$ cat src/rtl/alu_ctrl_pkg.sv
// ============================================================================
// alu_ctrl_pkg : op codes, FSM states and flag layout for the shared-ALU arbiter
// Rev 1.0
// ============================================================================
`default_nettype none

package alu_ctrl_pkg;

  localparam int OP_ADD       = 0;
  localparam int OP_SUB       = 1;
  localparam int OP_INC       = 2;
  localparam int OP_AND       = 3;
  localparam int OP_OR        = 4;
  localparam int OP_XOR       = 5;
  localparam int OP_NOT       = 6;
  localparam int OP_MAX_LEGAL = 6;

  typedef enum logic [1:0] {
    IDLE = 2'd0,
    EXEC = 2'd1,
    RESP = 2'd2
  } state_t;

  typedef struct packed {
    logic o;
    logic c;
    logic z;
    logic n;
  } alu_flags_t;

endpackage

`default_nettype wire

$ cat src/rtl/rr_arbiter.sv
// ============================================================================
// rr_arbiter : combinational round-robin pick, first request at or after ptr
// Rev 1.0
// ============================================================================
`default_nettype none

module rr_arbiter #(
  parameter int N    = 2,
  parameter int ID_W = 1
) (
  input  logic [N-1:0]    req,
  input  logic [ID_W-1:0] ptr,
  output logic [N-1:0]    grant,
  output logic [ID_W-1:0] idx
);

  logic w_found;

  // Walk offsets 0..N-1 from ptr; the first requesting slot wins.
  always_comb begin
    grant   = '0;
    idx     = '0;
    w_found = 1'b0;
    for (int i = 0; i < N; i++) begin
      for (int k = 0; k < N; k++) begin
        if (!w_found && req[k] && (k == (int'(ptr) + i) % N)) begin
          grant[k] = 1'b1;
          idx      = ID_W'(k);
          w_found  = 1'b1;
        end
      end
    end
  end

endmodule

`default_nettype wire

$ cat src/rtl/alu_arbiter.sv
// ============================================================================
// alu_arbiter : round-robin sharing of one combinational ALU among requesters
// Rev 1.0
// ============================================================================
`default_nettype none

module alu_arbiter
  import alu_ctrl_pkg::*;
#(
  parameter int NUM_REQ = 2,
  parameter int DATA_W  = 32,
  parameter int OP_W    = 4,
  parameter int ID_W    = (NUM_REQ > 1) ? $clog2(NUM_REQ) : 1
) (
  input  logic                      clk,
  input  logic                      rst_n,
  input  logic [NUM_REQ-1:0]        req_valid,
  output logic [NUM_REQ-1:0]        req_ready,
  input  logic [NUM_REQ*DATA_W-1:0] req_a,
  input  logic [NUM_REQ*DATA_W-1:0] req_b,
  input  logic [NUM_REQ*OP_W-1:0]   req_op,
  output logic [DATA_W-1:0]         alu_a,
  output logic [DATA_W-1:0]         alu_b,
  output logic [OP_W-1:0]           alu_op,
  input  logic [DATA_W-1:0]         alu_y,
  input  logic [3:0]                alu_flags,
  output logic                      rsp_valid,
  input  logic                      rsp_ready,
  output logic [DATA_W-1:0]         rsp_y,
  output logic [3:0]                rsp_flags,
  output logic [ID_W-1:0]           rsp_id,
  output logic                      rsp_illegal,
  output logic                      busy
);

  state_t              r_state, w_next;
  logic [ID_W-1:0]     r_ptr, r_id, w_idx;
  logic [NUM_REQ-1:0]  w_grant;
  logic [DATA_W-1:0]   w_sel_a, w_sel_b, r_alu_a, r_alu_b, r_rsp_y;
  logic [OP_W-1:0]     w_sel_op, r_alu_op;
  alu_flags_t          r_flags;
  logic                r_illegal, w_hs, w_illegal;

  rr_arbiter #(.N(NUM_REQ), .ID_W(ID_W)) u_rr (
    .req   (req_valid),
    .ptr   (r_ptr),
    .grant (w_grant),
    .idx   (w_idx)
  );

  always_comb begin
    w_sel_a  = '0;
    w_sel_b  = '0;
    w_sel_op = '0;
    for (int k = 0; k < NUM_REQ; k++) begin
      if (w_grant[k]) begin
        w_sel_a  = req_a[k*DATA_W +: DATA_W];
        w_sel_b  = req_b[k*DATA_W +: DATA_W];
        w_sel_op = req_op[k*OP_W +: OP_W];
      end
    end
  end

  assign w_hs      = (r_state == IDLE) && (|req_valid);
  assign w_illegal = r_alu_op > OP_W'(OP_MAX_LEGAL);

  always_ff @(posedge clk or negedge rst_n) begin
    if (!rst_n) r_state <= IDLE;
    else        r_state <= w_next;
  end

  always_comb begin
    w_next = r_state;
    case (r_state)
      IDLE:    if (|req_valid) w_next = EXEC;
      EXEC:    w_next = RESP;
      RESP:    if (rsp_ready) w_next = IDLE;
      default: w_next = IDLE;
    endcase
  end

  always_ff @(posedge clk or negedge rst_n) begin
    if (!rst_n) begin
      r_ptr     <= '0;
      r_id      <= '0;
      r_alu_a   <= '0;
      r_alu_b   <= '0;
      r_alu_op  <= '0;
      r_rsp_y   <= '0;
      r_flags   <= '0;
      r_illegal <= 1'b0;
    end else begin
      if (w_hs) begin
        r_alu_a  <= w_sel_a;
        r_alu_b  <= w_sel_b;
        r_alu_op <= w_sel_op;
        r_id     <= w_idx;
      end
      // Illegal ops ignore whatever the ALU produced and report a clean zero.
      if (r_state == EXEC) begin
        r_illegal <= w_illegal;
        r_rsp_y   <= w_illegal ? '0 : alu_y;
        r_flags   <= w_illegal ? '{o: 1'b0, c: 1'b0, z: 1'b1, n: 1'b0}
                               : alu_flags_t'(alu_flags);
      end
      if ((r_state == RESP) && rsp_ready)
        r_ptr <= (r_id == ID_W'(NUM_REQ - 1)) ? '0 : r_id + 1'b1;
    end
  end

  // rst_n gating keeps req_ready low while reset is held, even with valid high.
  assign req_ready   = ((r_state == IDLE) && rst_n) ? w_grant : '0;
  assign alu_a       = r_alu_a;
  assign alu_b       = r_alu_b;
  assign alu_op      = r_alu_op;
  assign rsp_valid   = (r_state == RESP);
  assign rsp_y       = r_rsp_y;
  assign rsp_flags   = r_flags;
  assign rsp_id      = r_id;
  assign rsp_illegal = r_illegal;
  assign busy        = (r_state != IDLE);

endmodule

`default_nettype wire

$ cat config.mk
export PLATFORM = sky130hd
export DESIGN_NAME = alu_arbiter
export DESIGN_NICKNAME = d
export VERILOG_FILES = /design/src/rtl/alu_ctrl_pkg.sv /design/src/rtl/rr_arbiter.sv /design/src/rtl/alu_arbiter.sv
export SDC_FILE = /design/constraint.sdc
export NUM_CORES = 1
export LEC_CHECK = 0
export ABC_AREA = 0
export BUFFER_PORTS_ARGS = -buffer_cell sky130_fd_sc_hd__buf_4
export CAP_MARGIN = 20
export CORE_ASPECT_RATIO = 1.25
export CORE_MARGIN = 2
export CORE_UTILIZATION = 35
export CTS_CLUSTER_SIZE = 16
export DETAILED_ROUTE_END_ITERATION = 7
export HOLD_SLACK_MARGIN = 0.15
export PLACE_DENSITY = 0.72
export RECOVER_POWER = 25
export SLEW_MARGIN = 20
export SYNTH_ARGS = -nofsm -noshare
export SYNTH_HDL_FRONTEND = slang
export SYNTH_SLANG_ARGS = --single-unit
$ cat constraint.sdc
create_clock -name clk -period 5 [get_ports clk]
set_clock_uncertainty 0.2 [all_clocks]
set_input_delay 1.5 -clock clk [delete_from_list [all_inputs] [get_ports clk]]
set_output_delay 1.5 -clock clk [all_outputs]
set_load 0.01 [all_outputs]
==> summary.md, run 1 <==
| Metric | Value |
|---|---|
| Reg clk slew, reported paths | 60 ps |
| Unrepaired setup endpoints after global routing | false |
| Peak VDD IR | 306 µV |
| Fraction of layout cells with a size suffix above 1 | 46.0% |
| Placed cell area | 6910 µm² |
| Critical path arrival | 2060 ps |
| Io pins | 287 |
| Most frequent cells in the layout | buf_4 (291), dfrtp_1 (109), inv_1 (74) |
| Hold crit path type | register to register |
| Failing checks | max-capacitance violations, max-slew violations |
| Post-Layout Inst Area | 7220 µm² |
| Setup CP Type | input pin to output pin |
| Status | finished with violations |
| Seq cells post-synth | 109 |
| Commonest non-fill, non-tap cell in the layout | buf_4 |
| Pint | 2.77 mW |
| Port-buffer cells | 286 |
| Via count | 4420 |
| Gpl congestion | 0.805 |
| Vias per cell | 5.18 |
| Cell accounting for the most synthesized area | dfrtp_1 |
| Synth top area share | 58.6% |
| CP max stage delay | 180 ps |
| Cells after Synth | 409 |
| Pwr dens | 599 nW/µm² |
| Post-DRT Antenna Nets | 0 |
| Flop-to-flop setup slack | 1430 ps |
| Max-cap check violation count | 2 |
| Hold_buf cts | 0 |
| Top cell by count, worst path | buf_4 |
| Min Tclk post-route | 3760 ps |
| Mapped Area | 4650 µm² |
| Die Span Y | 133 µm |
| Final Net Count | 855 |
| Clk_lat worst skew | 340 ps |
| DR DRC count | 0 |
| Pre-CTS WS | 1260 ps |
| Final WL | 14.4 mm |
| Critical path startpoint | req_valid[0] |
| Crit path capture | req_ready[1] |
| # H-tree levels | 3 |
| Clock Sinks | 109 |
| First-pass GRT wire length | 22.8 mm |
| Largest net degree at the start of global routing | 70 |
| Site row count | 47 |
| Path depth of the worst reg2reg path | 4 |
| FMAX | 266 MHz |
| Largest cells by area after synthesis | dfrtp_1 (59%), a221o_1 (15%), nor3_1 (7.3%) |
| Placed cell count | 838 |
| CTS tree | done |
| Congestion Overflow GR | 0 |
| Crit path cell chain | buf_4 -> inv_1 -> o21ai_0 -> nor2_1 -> buf_4 |
| Root Buffer | clkbuf_16 |
| Critical Path RT | 3300 ps |
| Slew margin rel. | -3.78% |
| DR iter-0 viols | 263 |
| Ant diodes | 0 |
| Startpoint types | input pin |
| CP Max Fanout | 3 |
| Total GRT Usage | 19.9% |
| Reg power frac | 36.0% |
| Synth Net Count | 586 |
| CP max stage cell | o21ai_0 |
| Die ar. | 14200 µm² |
| Drt pass-1 iters | 4 |
| Post-CTS sizing | 0 |
| Die X | 107 µm |
| Measured slew at the worst slew-check pin | 1560 ps |
| Max-slew violations | 78 |
| WL/cell | 16.8 µm |
| Maximum clock path buffer count | 2 |
| Leak pwr | 3.80 nW |
| PnR worst setup slack | 1240 ps |
| Mean Syn Cell Area | 11.4 µm² |
| Fin. Hold Viols | 0 |
| Yosys cell types | 23 |
| Final Power | 4.33 mW |
| Tcrit/Tclk final | 75.1% |
| Antenna violations before repair | 0 |
| Gate power share | 46.1% |
| CTS Buf Count | 9 |
| RR Endpoint | rsp_y[27] |
| Final TNS setup | 0 ps |
| Setup crit end kind | output pin |
| Post-CTS setup buffer count | 0 |
| Starting Density | 35.5% |
| Net Sw Frac | 35.9% |
| Synth warn | 0 |
| Clk network pwr share | 17.9% |
| Core area | 13100 µm² |
| P_sw | 1.55 mW |
| Area Growth Syn to Fin | 55.2% |
| Final Non-Filler Cells | 854 |
| Setup violations, final | 0 |
| FILL cells | 1140 |
| Number of global-route vias before repair | 4554 |
| Worst flop-to-flop path startpoint | r_state[1] |
| Post-DP HPWL | 10.5 mm |
| Register area share after synthesis | 58.6% |
[worst max-delay path, delay by kind of cell]
kind | cells | cell delay, ps
AOI/OAI and AO/OA | 1 | 180
and+or+nand+nor | 1 | 70
buffers and inverters | 3 | 300
[stage by stage]
step,util [%],hold slack [ps]
final,55.1,311
after global routing,55.1,324
after CTS,55.2,313
after detailed placement,52.7,294
after global placement,52.7,290
after floorplan,-,285
[logic make-up after synthesis]
logic type,after synthesis,synth area share (%)
compound gates,113,23.2
buf+inv,111,9.73
simple gates,76,8.47
flops,109,58.6
[final cells by class]
| type | count | area (µm²) | area share (%) |
|---|---|---|---|
| clock buffers | 9 | 225 | 3.12 |
| clock inverters | 7 | 103 | 1.42 |
| inverters | 75 | 282 | 3.90 |
| multi-input cells | 189 | 1470 | 20.4 |
| flip-flops and latches | 109 | 2730 | 37.8 |
| well taps | 171 | 214 | 2.96 |
| repair buffers | 294 | 2200 | 30.5 |
[metal layers]
layer	GRT usage, %	vias to the layer above	part of all wire, %
met5	0	-	0
met4	7.65	0	2.7
met3	3.30	30	6.5
met2	34.8	217	52
met1	24.4	2144	39
li1	-	2029	-
[how the worst min path moves through the flow]
| stage | from | to | slack [ps] | cells after the start |
|---|---|---|---|---|
| CTS | rsp_y[0] | rsp_y[0] | 310 | 1 |
| global route | rsp_y[0] | rsp_y[0] | 320 | 1 |
| floorplan | r_ptr | r_ptr | 290 | 2 |
| global placement | rsp_id | r_ptr | 290 | 1 |
| detailed placement | rsp_y[0] | rsp_y[0] | 290 | 1 |
| finish | rsp_flags[2] | rsp_flags[2] | 310 | 1 |
[power groups by stage]
| stage | clock, mW | sequential (mW) | combinational (mW) |
|---|---|---|---|
| floorplan | 0 | 1.70 | 0.907 |
| finish | 0.775 | 1.56 | 1.99 |
| global route | 0.825 | 1.60 | 2.16 |
| global placement | 0 | 1.56 | 1.97 |
| CTS | 0.795 | 1.56 | 2.02 |
| detailed placement | 0 | 1.56 | 2.03 |
[cells in the mapped netlist (all sizes together)]
cell type and number:
dfrtp 109, inv 75, a221o 68, nor3 68
a22o 35, clkbuf 22, buf 14, o21ai 4
nor2 3, nand2 2, nand2b 2, a21bo 1
a21oi 1, a22oi 1, a311oi 1, nand3b 1
o211a 1, o22a 1
[sequential cells by signal (all words and copies together) (netlist names)]
register	flops
rsp_illegal	1
rsp_flags	4
alu_a	32
alu_op	4
r_state	2
rsp_id	1
alu_b	32
rsp_y	32
r_ptr	1
(Power assumes the default switching activity.)
==> run 2: changes to the inputs <==
Settings changed: ABC_AREA 0 to 1, PLACE_DENSITY 0.72 to 0.71.
Clock period 5 ns to 3.5 ns, I/O delays scaled along.
==> run 2 against run 1 <==
  * The run still ends with max-capacitance violations, max-slew violations left
  * Final cell count rose by 19%
  * Non-clock buffer count rose by 6
  * Cell area rose by 2.9%
  * Clock power rose by 33%
  * Sequential share of layout area fell by 1.1 points
  * Flip-flop and latch count did not move
  * Worst hold slack got worse by 27 ps
  * Area after synthesis rose by 6.6%
  * Global-route usage rose by 1.8 points
  * Routed wire length rose by 16%
  * Count of clock-buffer cells in the layout rose by 1
  * Critical path depth did not move
==> summary.md, run 2 <==
| Metric | Value |
|---|---|
| Register area share after synthesis | 55.0% (-3.6 points) |
| Starting Density | 35.9% (+0.43 points) |
| Post-CTS setup buffer count | 0 (unchanged) |
| Gpl congestion | 0.795 (-1.2%) |
| Reg clk slew, reported paths | 80 ps (+20 ps) |
| Worst flop-to-flop path startpoint | r_state[1] |
| CTS Buf Count | 9 (unchanged) |
| Startpoint types | input pin |
| Io pins | 287 (unchanged) |
| Drt pass-1 iters | 5 (+1) |
| Measured slew at the worst slew-check pin | 1670 ps (+109 ps) |
| Maximum clock path buffer count | 2 (unchanged) |
| Flop-to-flop setup slack | 990 ps (-440 ps) |
| RR Endpoint | rsp_illegal |
| Die Span Y | 137 µm (+3.2%) |
| Synth warn | 0 (unchanged) |
| Die ar. | 15100 µm² (+6.4%) |
| Pwr dens | 848 nW/µm² (+42%) |
| Post-DP HPWL | 11.7 mm (+12%) |
| CTS tree | done |
| Setup violations, final | 0 (unchanged) |
| Unrepaired setup endpoints after global routing | false |
| Ant diodes | 0 (unchanged) |
| Critical path arrival | 1670 ps (-390 ps) |
| Failing checks | max-capacitance violations, max-slew violations |
| Clock Sinks | 109 (unchanged) |
| Total GRT Usage | 21.7% (+1.8 points) |
| Worst Hold Path Cells | 2 (+1) |
| Synth Net Count | 752 (+28%) |
| Status | finished with violations |
| Fin. Hold Viols | 0 (unchanged) |
| Path depth of the worst reg2reg path | 6 (+2) |
| Fraction of layout cells with a size suffix above 1 | 37.6% (-8.3 points) |
| Fin Hold WS | 284 ps (-27.4 ps) |
| Synth async-reset ratio | 100% (unchanged) |
| Hold Crit Start | rsp_flags[2] |
| First-pass GRT wire length | 26.4 mm (+16%) |
| Die X | 110 µm (+3.1%) |
| Congestion Overflow GR | 0 (unchanged) |
| DR iter-0 viols | 289 (+9.9%) |
| Cells after Synth | 575 (+41%) |
| Core area | 13800 µm² (+5.3%) |
| Final WL | 16.6 mm (+16%) |
| Most frequent cells in the layout | buf_4 (290), nand3_1 (172), nand2_1 (151) |
| Setup CP Type | input pin to output pin |
| Tcrit/Tclk final | 83.4% |
| Synth top area share | 55.0% (-3.6 points) |
| Slew margin rel. | -11.0% (-7.2 points) |
| Leak pwr | 3.89 nW (+2.4%) |
| Largest cells by area after synthesis | dfrtp_1 (55%), nand3_1 (17%), nand2_1 (12%) |
| Min Tclk post-route | 2920 ps |
| Post-CTS sizing | 0 (unchanged) |
| Vias per cell | 5.17 (-0.21%) |
| Port-buffer cells | 286 (unchanged) |
| FILL cells | 1351 (+19%) |
| Hold crit path type | register to register |
| Cell accounting for the most synthesized area | dfrtp_1 |
| Cell with the most instances after synthesis | nand3_1 |
| Post-DRT Antenna Nets | 0 (unchanged) |
| Clk_lat worst skew | 340 ps (about the same) |
| CP Max Fanout | 8 (+5) |
| Antenna violations before repair | 0 (unchanged) |
| Final TNS setup | 0 ps (unchanged) |
| Number of global-route vias before repair | 5158 (+13%) |
| Largest net degree at the start of global routing | 106 (+51%) |
| Site row count | 48 (+2.1%) |
| DR DRC count | 0 (unchanged) |
| Critical Path RT | 2250 ps (-1050 ps) |
| Via count | 5227 (+18%) |
| Post-synth EDFFs | 0 (unchanged) |
| Final core occ | 53.8% (-1.3 points) |
| Yosys cell types | 18 (-22%) |
| Commonest non-fill, non-tap cell in the layout | buf_4 |
| Peak VDD IR | 376 µV (+23%) |
| Root Buffer | clkbuf_16 |
| Commonest cells post-synth | nand3_1 (172), nand2_1 (153), dfrtp_1 (109), nand4_1 (68), buf_2 (26) |
| Hold Crit Endpoint | rsp_flags[2] |
| FMAX | 342 MHz |
| Mean Syn Cell Area | 8.63 µm² (-24%) |
| Setup crit end kind | output pin |
| Top_reg_cell synth | dfrtp_1 |
| Max-slew violations | 39 (-50%) |
| Mapped Area | 4960 µm² (+6.6%) |
| Hold_buf cts | 0 (unchanged) |
| # H-tree levels | 3 (unchanged) |
| Max-cap check violation count | 1 (-1) |
| Seq cells post-synth | 109 (unchanged) |
| WL/cell | 16.4 µm (-2.4%) |
| Final Net Count | 1009 (+18%) |
| Area Growth Syn to Fin | 49.9% |
-- run 2: cell count changes after synthesis, sizes merged, moves of 7 or more --
cell	change
nor3	-68
inv	-67
nand2	+152
a22o	-35
buf	+25
nand3	+172
clkbuf	-7
nand4	+68
a221o	-68
-- run 2: how the worst max path moves through the flow --
stage	from	to	slack, ps	cells after the start
5_1_grt	rst_n	rsp_y[5]	440	3
3_5_place_dp	req_valid[1]	req_ready[0]	570	5
3_3_place_gp	req_valid[1]	req_ready[0]	580	5
4_1_cts	req_valid[1]	req_ready[0]	560	5
6_report	req_valid[1]	req_ready[0]	580	5
2_1_floorplan	req_valid[0]	req_ready[0]	440	5
-- run 2: cell families after synthesis --
family	Yosys count	share of synthesized area, %
AOI/OAI and AO/OA	4	0.404
DFF	109	55.0
buffers and inverters	62	6.25
and+or+nand+nor	400	38.4
-- run 2: layout make-up --
class                      count  area (µm²)  share of cell area, %
multi-input combinational    404        1930                   26.0
inverter                       8        30.0                  0.404
sequential                   109        2730                   36.7
clock inverter                 6        62.6                  0.841
timing repair buffer         300        2220                   29.9
tap                          175         219                   2.95
clock buffer                  10         239                   3.21
-- run 2: metal layers --
layer,GRT usage [%],vias to the layer above,part of all wire [%]
li1,-,2506,-
met1,27.9,2465,42
met2,37.0,232,49
met3,4.65,24,7.0
met4,6.53,0,2.1
met5,0,-,0
-- run 2: report_power, final --
| group | leakage [nW] | switching (mW) | internal, mW |
|---|---|---|---|
| Combinational | 2.39 | 1.77 | 1.33 |
| Sequential | 1.36 | 0.335 | 1.85 |
| Clock | 0.149 | 0.504 | 0.524 |
-- run 2: critical path, stage by stage --
cell	delay (ps)
buf_4	120
nand2_2	130
nand2_1	70
nor2_1	150
buf_4	150
-- run 2: per-stage QoR --
step	cells	cell area, µm²	worst slack [ps]	total power, mW
after CTS	1012	7460	565	6.41
after global placement	996	7160	582	5.31
after floorplan	575	4960	440	3.91
final	1012	7430	580	6.31
after global routing	1012	7430	440	6.80
after detailed placement	996	7160	575	5.37
==> run 3: changes to the inputs <==
Clock period 3.5 ns to 2.7 ns, I/O delays scaled along.
==> run 3 against run 2 <==
  * The run now ends clean
  * Via count grew 1.0%
  * Combinational power grew 32%
  * Die area is the same
  * Final cell count is essentially flat
  * Register-to-register slack lost 380 ps
  * Clock power grew 24%
  * Largest cell class unchanged
  * Largest power group unchanged
  * Routed wire length grew 1.4%
  * Critical endpoint is now req_ready[1]
  * Cell area grew 0.22%
==> summary.md, run 3 (synthesis gave the netlist of run 2 again) <==
| Metric | Value |
|---|---|
| Total GRT Usage | 22.0% (+0.29 points) |
| Hold Crit Endpoint | rsp_y[29] |
| DR iter-0 viols | 350 (+21%) |
| Fin Hold WS | 284 ps (+0.993 ps) |
| Vias per cell | 5.21 (+0.93%) |
| Pwr dens | 1100 nW/µm² (+30%) |
| Post-CTS sizing | 0 (unchanged) |
| Drt pass-1 iters | 7 (+2) |
| Status | complete, no violations |
| Placed cell area | 7180 µm² (+0.28%) |
| CP max stage delay | 180 ps (+30 ps) |
| Area Growth Syn to Fin | 50.2% |
| Starting Density | 35.9% (unchanged) |
| Die X | 110 µm (unchanged) |
| RR Endpoint | alu_a[24] |
| Critical Path RT | 1690 ps (-560 ps) |
| Maximum clock path buffer count | 2 (unchanged) |
| Unrepaired setup endpoints after global routing | false |
| Antenna violations before repair | 0 (unchanged) |
| Post-CTS setup buffer count | 0 (unchanged) |
| Fin. Hold Viols | 0 (unchanged) |
| Path depth of the worst reg2reg path | 6 (unchanged) |
| Root Buffer | clkbuf_16 |
| Core area | 13800 µm² (unchanged) |
| Clock Sinks | 109 (unchanged) |
| WL/cell | 16.6 µm (+1.3%) |
| Flop-to-flop setup slack | 610 ps (-380 ps) |
| Reg clk slew, reported paths | 80 ps (about the same) |
| Tcrit/Tclk final | 88.9% |
| PnR worst setup slack | 300 ps (-279 ps) |
| CTS tree | done |
| FILL cells | 1344 (-0.52%) |
| Congestion Overflow GR | 0 (unchanged) |
| Final WL | 16.8 mm (+1.4%) |
| Setup violations, final | 0 (unchanged) |
| Clk_lat worst skew | 330 ps (about the same) |
| CTS Buf Count | 9 (unchanged) |
| Largest net degree at the start of global routing | 110 (+3.8%) |
| # H-tree levels | 3 (unchanged) |
| Die ar. | 15100 µm² (unchanged) |
| Slew margin rel. | 0.769% (+12 points) |
| Startpoint types | input pin |
| Final Net Count | 1010 (+0.099%) |
| CP Max Fanout | 2 (-6) |
| Peak VDD IR | 602 µV (+60%) |
| Setup crit end kind | output pin |
| Post-DP HPWL | 11.6 mm (-0.72%) |
| Hold crit path type | register to register |
| Port-buffer cells | 286 (unchanged) |
| Pre-CTS WS | 313 ps (-262 ps) |
| Setup CP Type | input pin to output pin |
| Ant diodes | 0 (unchanged) |
| Number of global-route vias before repair | 5123 (-0.68%) |
| FMAX | 417 MHz |
| Min Tclk post-route | 2400 ps |
| Hold Crit Start | rsp_y[29] |
| Leak pwr | 3.91 nW (+0.44%) |
| Final TNS setup | 0 ps (unchanged) |
| Commonest non-fill, non-tap cell in the layout | buf_4 |
| CP max stage cell | clkbuf_1 |
| Via count | 5281 (+1.0%) |
| Hold_buf cts | 0 (unchanged) |
| Crit path cell chain | clkbuf_1 -> nand2_1 -> a21oi_1 -> buf_4 |
| Post-Layout Inst Area | 7450 µm² (+0.22%) |
| First-pass GRT wire length | 27.0 mm (+2.2%) |
| Fraction of layout cells with a size suffix above 1 | 38.3% (+0.67 points) |
| Post-DRT Antenna Nets | 0 (unchanged) |
| Measured slew at the worst slew-check pin | 1490 ps (-177 ps) |
| Max-cap check violation count | 0 (-1) |
| DR DRC count | 0 (unchanged) |
| Most frequent cells in the layout | buf_4 (299), nand3_1 (172), nand2_1 (151) |
| Max-slew violations | 0 (-100%) |
| Die Span Y | 137 µm (unchanged) |
| Site row count | 48 (unchanged) |
| Critical path arrival | 1390 ps (-280 ps) |
| Gpl congestion | 0.849 (+6.8%) |
| Worst flop-to-flop path startpoint | r_state[0] |
| Worst Hold Path Cells | 2 (unchanged) |
| Io pins | 287 (unchanged) |
==> run 3: changes by cell type in the layout (fill, tap and decap cells not counted), sizes merged <==
cell / delta
clkbuf: -8
buf: +9
clkinvlp: +1
inv: -2
clkinv: +1
==> run 3: how the worst max path moves through the flow <==
stage	slack, ps	cells past startpoint	to	start
global route	140	2	alu_a[10]	rst_n
CTS	270	4	req_ready[1]	r_state[0]
global placement	340	5	req_ready[1]	req_valid[0]
detailed placement	310	5	req_ready[1]	req_valid[0]
floorplan	120	5	req_ready[0]	req_valid[0]
finish	300	4	req_ready[1]	rst_n
==> run 3: critical path, delay by kind of cell <==
kind | cells | cell delay (ps)
buffers and inverters | 2 | 330
AND/OR/NAND/NOR | 1 | 100
AO/OA/AOI/OAI | 1 | 150
==> run 3: final cells by class <==
class / instances / area, µm² / area share, %
Sequential cell: 109 / 2730 / 36.6
Timing Repair Buffer: 301 / 2260 / 30.3
Multi-Input combinational cell: 404 / 1930 / 25.9
Clock buffer: 10 / 229 / 3.07
Tap cell: 175 / 219 / 2.94
Clock inverter: 6 / 56.3 / 0.756
Inverter: 8 / 30.0 / 0.403
==> run 3: power breakdown <==
part / switching (mW) / internal (mW) / total (mW)
combinational: 2.31 / 1.76 / 4.07
sequential: 0.434 / 2.40 / 2.83
clock: 0.639 / 0.646 / 1.28
==> run 3: metal layers <==
metal / GRT usage (%) / wire (µm) / vias up
met5: 0 / 0 / -
met4: 5.83 / 267 / 0
met3: 5.00 / 1210 / 18
met2: 37.0 / 8430 / 240
met1: 28.7 / 6920 / 2505
li1: - / - / 2518
==> run 3: per-stage QoR <==
stage	std cells	power [mW]	util, %
2_1_floorplan	575	5.07	-
3_3_place_gp	997	6.91	52.0
3_5_place_dp	997	6.97	52.0
4_1_cts	1013	8.28	54.1
5_1_grt	1013	8.80	53.9
6_report	1013	8.19	53.9
